**src/rtl/mctrl_pkg.sv**
```systemverilog
// Shared encodings for the multi-cycle control FSM: opcodes, FSM states,
// ALU operation codes and PC source selects.
package mctrl_pkg;

  localparam logic [2:0] OP_LI   = 3'd0;
  localparam logic [2:0] OP_LW   = 3'd1;
  localparam logic [2:0] OP_SW   = 3'd2;
  localparam logic [2:0] OP_ADDI = 3'd3;
  localparam logic [2:0] OP_BEQ  = 3'd4;
  localparam logic [2:0] OP_SLTI = 3'd5;
  localparam logic [2:0] OP_ADD  = 3'd6;
  localparam logic [2:0] OP_JUMP = 3'd7;

  localparam logic [2:0] ST_IDLE   = 3'd0;
  localparam logic [2:0] ST_FETCH  = 3'd1;
  localparam logic [2:0] ST_DECODE = 3'd2;
  localparam logic [2:0] ST_EXEC   = 3'd3;
  localparam logic [2:0] ST_MEM    = 3'd4;
  localparam logic [2:0] ST_WB     = 3'd5;

  localparam logic [1:0] ALU_ADD    = 2'b00;
  localparam logic [1:0] ALU_SUB    = 2'b01;
  localparam logic [1:0] ALU_SLT    = 2'b10;
  localparam logic [1:0] ALU_PASS_B = 2'b11;

  localparam logic [1:0] PC_INC    = 2'b00;
  localparam logic [1:0] PC_BRANCH = 2'b01;
  localparam logic [1:0] PC_JUMP   = 2'b10;

  // Opcodes whose second ALU operand is the instruction immediate.
  function automatic logic uses_imm(logic [2:0] op);
    return (op == OP_LI) || (op == OP_LW) || (op == OP_SW) ||
           (op == OP_ADDI) || (op == OP_SLTI);
  endfunction

endpackage

```
**src/rtl/multicycle_ctrl_alu_op_decode.sv**
```systemverilog
// Combinational mapping from (opcode, lireg) to the 2-bit ALU operation code.
module alu_op_decode
  import mctrl_pkg::*;
(
  input  logic [2:0] opcode,
  input  logic       lireg,
  output logic [1:0] alu_con
);

  always_comb begin
    // NOTE: default assigned before the case so no latch is inferred.
    alu_con = ALU_ADD;
    case (opcode)
      OP_LI:   if (lireg) alu_con = ALU_PASS_B;
      OP_BEQ:  alu_con = ALU_SUB;
      OP_SLTI: alu_con = ALU_SLT;
      default: alu_con = ALU_ADD;
    endcase
  end

endmodule

```
**src/rtl/multicycle_ctrl.sv**
```systemverilog
// Multi-cycle main control FSM (IDLE/FETCH/DECODE/EXEC/MEM/WB) for the 8-bit processor.
// Optional retired-instruction counter enabled by defining MCTRL_RETIRE_CNT_EN.
module multicycle_ctrl
  import mctrl_pkg::*;
#(
  parameter int IW          = 8,
  parameter int MEM_TIMEOUT = 15
) (
  input  logic          clk,
  input  logic          rst_n,
  input  logic          run,
  input  logic [IW-1:0] instr,
  input  logic          mem_ready,
  input  logic          zero,
  output logic          mem_req,
  output logic          mem_we,
  output logic          ir_we,
  output logic          pc_we,
  output logic [1:0]    pc_src,
  output logic          alu_src_b,
  output logic [1:0]    alu_con,
  output logic          reg_we,
  output logic          mem_to_reg,
  output logic          retire,
  output logic          err,
  output logic [2:0]    state,
  output logic [15:0]   retire_cnt
);

  logic [2:0]    state_q, state_d;
  logic [IW-1:0] ir;
  logic [7:0]    wait_cnt;
  logic          err_q;
  logic [2:0]    opcode;
  logic          lireg;
  logic          is_lw, is_sw;
  logic [1:0]    dec_alu_con;
  logic          mem_phase, timeout, entering_wait;
  logic          unused_operand;

  assign opcode = ir[IW-1 -: 3];
  assign lireg  = ir[IW-4];
  assign is_lw  = (opcode == OP_LW);
  assign is_sw  = (opcode == OP_SW);
  // Operand fields are consumed by the datapath, not by the controller.
  assign unused_operand = ^ir[IW-5:0];

  alu_op_decode u_alu_op_decode (
    .opcode  (opcode),
    .lireg   (lireg),
    .alu_con (dec_alu_con)
  );

  // The limit cycle still completes normally if mem_ready arrives in it.
  assign mem_phase     = (state_q == ST_FETCH) || (state_q == ST_MEM);
  assign timeout       = mem_phase && !mem_ready && (wait_cnt == 8'(MEM_TIMEOUT - 1));
  assign entering_wait = (state_d != state_q) && ((state_d == ST_FETCH) || (state_d == ST_MEM));

  always_comb begin
    state_d    = state_q;
    mem_req    = 1'b0;
    mem_we     = 1'b0;
    ir_we      = 1'b0;
    pc_we      = 1'b0;
    pc_src     = PC_INC;
    alu_src_b  = 1'b0;
    alu_con    = ALU_ADD;
    reg_we     = 1'b0;
    mem_to_reg = 1'b0;
    retire     = 1'b0;
    case (state_q)
      ST_IDLE: if (run && !err_q) state_d = ST_FETCH;
      ST_FETCH: begin
        mem_req = 1'b1;
        if (mem_ready) begin
          ir_we   = 1'b1;
          pc_we   = 1'b1;
          state_d = ST_DECODE;
        end else if (timeout) begin
          state_d = ST_IDLE;
        end
      end
      ST_DECODE: state_d = ST_EXEC;
      ST_EXEC: begin
        alu_src_b = uses_imm(opcode);
        alu_con   = dec_alu_con;
        case (opcode)
          OP_BEQ: begin
            pc_we  = zero;
            pc_src = PC_BRANCH;
            retire = 1'b1;
          end
          OP_JUMP: begin
            pc_we  = 1'b1;
            pc_src = PC_JUMP;
            retire = 1'b1;
          end
          OP_LW, OP_SW: state_d = ST_MEM;
          default:      state_d = ST_WB;
        endcase
      end
      ST_MEM: begin
        mem_req   = 1'b1;
        mem_we    = is_sw;
        alu_src_b = 1'b1;
        if (mem_ready) begin
          if (is_sw) retire = 1'b1;
          else       state_d = ST_WB;
        end else if (timeout) begin
          state_d = ST_IDLE;
        end
      end
      ST_WB: begin
        reg_we     = 1'b1;
        mem_to_reg = is_lw;
        retire     = 1'b1;
      end
      default: state_d = ST_IDLE;
    endcase
    if (retire) state_d = run ? ST_FETCH : ST_IDLE;
  end

  always_ff @(posedge clk or negedge rst_n) begin
    if (!rst_n) begin
      state_q  <= ST_IDLE;
      ir       <= '0;
      wait_cnt <= '0;
      err_q    <= 1'b0;
    end else begin
      // NOTE: non-blocking assignments so every register samples pre-edge values.
      state_q <= state_d;
      if (ir_we) ir <= instr;
      if (timeout) err_q <= 1'b1;
      if (entering_wait)               wait_cnt <= '0;
      else if (mem_phase && !mem_ready) wait_cnt <= wait_cnt + 8'd1;
    end
  end

  assign state = state_q;
  assign err   = err_q;

`ifdef MCTRL_RETIRE_CNT_EN
  logic [15:0] rcnt;
  always_ff @(posedge clk or negedge rst_n) begin
    if (!rst_n)      rcnt <= '0;
    else if (retire) rcnt <= rcnt + 16'd1;
  end
  assign retire_cnt = rcnt;
`else
  assign retire_cnt = 16'h0000;
`endif

endmodule

```
**config.mk**
```make
export PLATFORM = sky130hd
export DESIGN_NAME = multicycle_ctrl
export DESIGN_NICKNAME = d
export VERILOG_FILES = /design/src/rtl/mctrl_pkg.sv /design/src/rtl/multicycle_ctrl_alu_op_decode.sv /design/src/rtl/multicycle_ctrl.sv
export SDC_FILE = /design/constraint.sdc
export NUM_CORES = 1
export LEC_CHECK = 0
export ABC_AREA = 1
export BUFFER_PORTS_ARGS = -buffer_cell sky130_fd_sc_hd__buf_2
export CAP_MARGIN = 15
export CORE_MARGIN = 3
export CORE_UTILIZATION = 40
export CTS_BUF_LIST = sky130_fd_sc_hd__clkbuf_4 sky130_fd_sc_hd__clkbuf_8
export DETAILED_ROUTE_END_ITERATION = 16
export PLACE_DENSITY = 0.73
export SLEW_MARGIN = 25
export SYNTH_ARGS = -nofsm -noshare
export SYNTH_HDL_FRONTEND = slang
export SYNTH_HIERARCHICAL = 1
export SYNTH_SLANG_ARGS = --single-unit
```
**constraint.sdc**
```tcl
create_clock -name clk -period 3.5 [get_ports clk]
set_input_delay 0.175 -clock clk [delete_from_list [all_inputs] [get_ports clk]]
set_output_delay 0.175 -clock clk [all_outputs]
set_load 0.01 [all_outputs]
```
# Yosys cells after proc, flatten, opt, wreduce, memory -nomap -nowiden
# Cells that the tools add are included.
dict set report word_totals {
  ff_bits 20
  inputBits 13
  out_inout_bits 32
  word_cells 67
}
dict set report classes {
  addsub 1
  n_eq_ne 15
  muxes 29
  n_reduce_logical 18
}
# operator count
set ops {}
lappend ops {{$eq A3 B3 Y1 const B} 6}
lappend ops {{$mux W3} 6}
lappend ops {{$pmux W3 S6} 1}
lappend ops {{$mux W8} 2}
lappend ops {{$eq A3 B2 Y1 const B} 4}
lappend ops {{$mux W1} 10}
lappend ops {{$eq A3 B1 Y1 const B} 3}
lappend ops {{$add A8 B1 Y8 const B} 1}
lappend ops {{$eq A8 B4 Y1 const B} 1}
lappend ops {{$logic_not A3 Y1} 2}
lappend ops {{$logic_or A1 B1 Y1} 6}
lappend ops {{$mux W2} 3}
lappend ops {{$pmux W1 S2} 3}
lappend ops {{$pmux W2 S3} 1}
lappend ops {{$pmux W3 S2} 1}
lappend ops {{$reduce_or A2 Y1} 3}
lappend ops {{$logic_and A1 B1 Y1} 4}
lappend ops {{$pmux W2 S2} 1}
lappend ops {{$ne A3 B3 Y1} 1}
lappend ops {{$pmux W1 S3} 1}
lappend ops {{$logic_not A1 Y1} 2}
lappend ops {{$reduce_bool A2 Y1} 1}

# Logic depth before layout (Yosys ltp)
dict set report depth {
  word_depth 12
  ltp_mapped 13
  ltp_nobuf 13
}

# By module
# Netlist, hierarchy kept.
# module n_inst cells_each area_per_inst_um2 seq_area_each_um2
set modules_own_cells {}
lappend modules_own_cells {multicycle_ctrl 1 168 1206.2 400.4}
lappend modules_own_cells {alu_op_decode 1 8 36.3 0.0}

# Worst setup path before layout
# No wires, ideal clock.
dict set report synth_timing {
  path_type {register to register}
  startpoint {reg state_q[0], in the netlist state[0]}
  endpoint {reg wait_cnt[0]}
  setup_time_ns 0.113
  arrival_time_ns 1.428
  path_slack_ns 1.959
  path_stages_with_launch 13
  period_less_slack_ns 1.541
  path_cell_list {dfrtp_1 > nor2_2 > nand2_4 > nor2_1 > nand2_2 > nand3_4 > nor2_1 > nand2_1 > nand2_2 > nand2_2 > nand3_4 > nand2_1 > inv_1}
}
dict set report synth_via {
  elab_cells_between_ends 25
  cone_classes {eq/ne (8); mux (10); reduce/logical (7)}
}
# element line
set synth_lines {}
lappend synth_lines {{from (decl)} multicycle_ctrl.sv:30} ;# logic [2:0] state_q, state_d;
lappend synth_lines {{from (signal assigned)} multicycle_ctrl.sv:131} ;# state_q <= state_d;
lappend synth_lines {{$eq A3 B3 Y1 or $eq A3 B2 Y1 (tied branches)} multicycle_ctrl.sv:71} ;# case (state_q)
lappend synth_lines {{$pmux W1 S3 *} multicycle_ctrl.sv:71}
lappend synth_lines {{via retire} multicycle_ctrl.sv:24} ;# output logic retire,
lappend synth_lines {{$mux W3 *} multicycle_ctrl.sv:120} ;# if (retire) state_d = run ? ST_FETCH : ST_IDLE;
lappend synth_lines {{via state_d[0]} multicycle_ctrl.sv:30}
lappend synth_lines {{$eq A3 B1 Y1 or $eq A3 B3 Y1 (tied branches)} multicycle_ctrl.sv:57} ;# assign entering_wait = (state_d != state_q) && ((state_d == ST_FETCH) || (state_d == ST_MEM));
lappend synth_lines {{$logic_or A1 B1 Y1} multicycle_ctrl.sv:57}
lappend synth_lines {{$logic_and A1 B1 Y1 *} multicycle_ctrl.sv:57}
lappend synth_lines {{$mux W8 or $reduce_bool A2 Y1 (tied branches)} -}
lappend synth_lines {{to (signal assigned)} multicycle_ctrl.sv:135} ;# else if (mem_phase && !mem_ready) wait_cnt <= wait_cnt + 8'd1;
lappend synth_lines {{to (decl)} multicycle_ctrl.sv:32} ;# logic [7:0] wait_cnt;
# Mark *: on every way through the listed nets, which the timed path passes. The rest lies on a longest branch.
# A chain may end at the register's enable or synchronous reset.

# Final worst setup path
dict set report layout_timing {
  startpoint {reg state_q[2], in the netlist state[2]}
  endpoint {out pc_we}
}
dict set report layout_via {
  elab_chain_len 2
  elab_cells_between_ends 3
  cone_classes {eq/ne (2); mux (1)}
}
# element line
set layout_rtl {}
lappend layout_rtl {{$eq A3 B2 Y1 or $eq A3 B1 Y1 (tied branches)} multicycle_ctrl.sv:71}
lappend layout_rtl {{$pmux W1 S2 *} multicycle_ctrl.sv:71}
lappend layout_rtl {{to (decl)} multicycle_ctrl.sv:18} ;# output logic pc_we,
# Mark *: on every way between the ends. The rest lies on a longest branch, timed or not.

==> impl_metrics.env <==
export IMPL_status="complete, no violations"
export IMPL_p_per_area_mw_per_mm2=674
export IMPL_timing_fmax_mhz=590
export IMPL_ir_worst_vdd_v=0.000339
export IMPL_grt_setup_unrepaired="no"
export IMPL_ys_seq_elements=16
export IMPL_cts_root_buf="clkbuf_4"
export IMPL_io_pins=45
export IMPL_wl_per_cell_um=9.14
export IMPL_hold_violations=0
export IMPL_synth_area_per_cell_sq_um=7.06
export IMPL_finalCriticalPeriod_ps=1700
export IMPL_route_detailed_drc=0
export IMPL_hp_start="instr[4]"
export IMPL_insertion_delay_ps=280
export IMPL_netlist_area_sq_mm=0.00124
export IMPL_firstDrtPassIters=4
export IMPL_cts_tree="done"
export IMPL_critPathTopFamily="flip-flops"
export IMPL_clock_sinks=16
export IMPL_path_clk_slew_ps=90
export IMPL_drtAntennaViolNets=0
export IMPL_crit_cells=5
export IMPL_drive_above_1_share=0.250
export IMPL_fin_skew_ps=0.575
export IMPL_placementRows=19
export IMPL_cts_max_level=1
export IMPL_fin_crit_sh=0.485
export IMPL_initial_core_util=0.436
export IMPL_die_x_um=61.7
export IMPL_cts_setup_buffers=0
export IMPL_critical_path_slowest_cell="dfrtp_1"
export IMPL_power_leakage_nw=0.868
export IMPL_max_stage_delay_ps=460
export IMPL_insertedDiodeCount=0
export IMPL_die_h_um=61.7
export IMPL_antenna_found_initial=0
export IMPL_drtIter0Drc=34
export IMPL_critPathCaptureType="output port"
export IMPL_gr_total_overflow=0
export IMPL_avgViaCountPerCell=4.39
export IMPL_final_nets=220
export IMPL_grt_max_degree=17
export IMPL_setup_viol=0
export IMPL_wl_um=2150
export IMPL_most_common_layout_cells="nand2_1 (40), inv_1 (26), nor2_1 (24), buf_2 (24)"
export IMPL_hold_class="primary input to flip-flop"
export IMPL_path_buf_inv=2
export IMPL_vias=1032
export IMPL_numCtsBuffers=3
export IMPL_core_area_sq_mm=0.00285
export IMPL_max_cap_violations=0
export IMPL_yosysSeqAreaShare=0.322
export IMPL_finalSetupTns_ps=0
export IMPL_cts_buffer_depth=2
export IMPL_crit_arrival_ps=1520
export IMPL_routabilityCongestion=0.796
export IMPL_start_kind="flip-flop"
export IMPL_synthToLayoutAreaGrowth_pct=11.4
export IMPL_dieArea_sq_mm=0.00381
export IMPL_synth_cell_type_count=25
export IMPL_path_class="flip-flop to output port"
export IMPL_io_buffers=24
export IMPL_grt_total_usage=0.121
export IMPL_r2r_start="wait_cnt[0]"
export IMPL_ys_warnings_count=6
export IMPL_crit_chain="inv_2 -> nand3_2 -> nor2_4 -> a211o_1 -> buf_2"
export IMPL_grt_pass1_vias=813
export IMPL_cp_max_fo=10
export IMPL_hpwl_um=1780
export IMPL_slew_violations=0
export IMPL_r2r_cells=13
export IMPL_crit_start="state[2]"
export IMPL_syn_inst=176
export IMPL_critPathRequiredTime_ps=3320
export IMPL_min_path_cells=3
export IMPL_grt_pass1_wl_um=3350
export IMPL_total_power_w=0.000933
export IMPL_layout_commonest_cell="nand2_1"
## cells in the mapped netlist
library cell,count,area (sq um)
nand2_1,40,150
inv_1,26,97.6
nor2_1,24,90.1
buf_4,16,120
dfrtp_1,16,400
nand3_1,11,55.1
nand2_2,7,43.8
inv_2,6,22.5
o21ai_0,5,25.0
xor2_1,4,35.0
xnor2_1,3,26.3
ha_1,2,25.0
nand3_2,2,20.0
nand3_4,2,35.0
nor2_2,2,12.5
a211o_1,1,8.76
a21oi_1,1,5.00
a21oi_4,1,16.3
clkinv_1,1,3.75
conb_1,1,3.75
nand2_4,1,11.3
nand3b_1,1,7.51
nand4_1,1,6.26
nor2_4,1,11.3
nor3_2,1,10.0
## metal layers
| metal | up-vias | share of wire | GRT usage |
|---|---|---|---|
| li1 | 555 | - | - |
| met1 | 445 | 0.48 | 0.159 |
| met2 | 30 | 0.45 | 0.185 |
| met3 | 2 | 0.059 | 0.0393 |
| met4 | 0 | 0.013 | 0.0455 |
| met5 | - | 0 | 0 |
## through the flow
stage / hold WS (ps) / worst slack (ps) / area [sq um] / util / cells
floorplan: -121 / 1960 / 1300 / - / 191
global placement: 99.7 / 1860 / 1340 / 0.469 / 230
detailed placement: 102 / 1820 / 1340 / 0.469 / 230
CTS: 79.2 / 1800 / 1380 / 0.485 / 235
global route: 78.6 / 1640 / 1380 / 0.485 / 235
finish: 90.8 / 1800 / 1380 / 0.485 / 235
## cell families after synthesis
group	share of synthesized area
AOI/OAI and AO/OA	0.0443
and+or+nand+nor	0.365
xor gates and xnor gates	0.0493
buffers and inverters	0.196
adders and majority gates	0.0201
DFF	0.322
other	0.00302
## repair_timing
action,CTS,global route
hold buffers,1,0
resized for setup,0,0
endpoints found under the hold margin,16,0
## cell type report
| class | count | area, sq um |
|---|---|---|
| fill | 285 | 1470 |
| multi-input combinational | 126 | 654 |
| sequential | 16 | 400 |
| timing repair buffer | 25 | 130 |
| inverter | 33 | 124 |
| tap | 31 | 38.8 |
| clock buffer | 4 | 36.3 |
## report_power, final
part	internal [W]	leakage, nW	total (W)	switching, W
clock network	0.0000633	0.0210	0.000117	0.0000537
logic	0.000180	0.639	0.000505	0.000325
registers	0.000236	0.208	0.000310	0.0000746
total	0.000479	0.868	0.000933	0.000453
## path summary, 6_finish.rpt
check	end	slack, ps
max	pc_we	1800
min	ir[4]	90
max reg2reg	wait_cnt[3]	1850
min reg2reg	ir[4]	480
max in group asynchronous	err	2930
min in group asynchronous	wait_cnt[5]	320
## state kept, by name (all words and copies together) (netlist names)
| register | flops |
|---|---|
| ir | 4 |
| err | 1 |
| state | 3 |
| wait_cnt | 8 |
## worst register-to-register path: cells and delay by family (launching register included)
family / cells / cell delay, ps
fa+ha+maj: 1 / 150
flops: 1 / 390
simple gates: 10 / 880
buf+inv: 2 / 140
(Power assumes the default switching activity.)
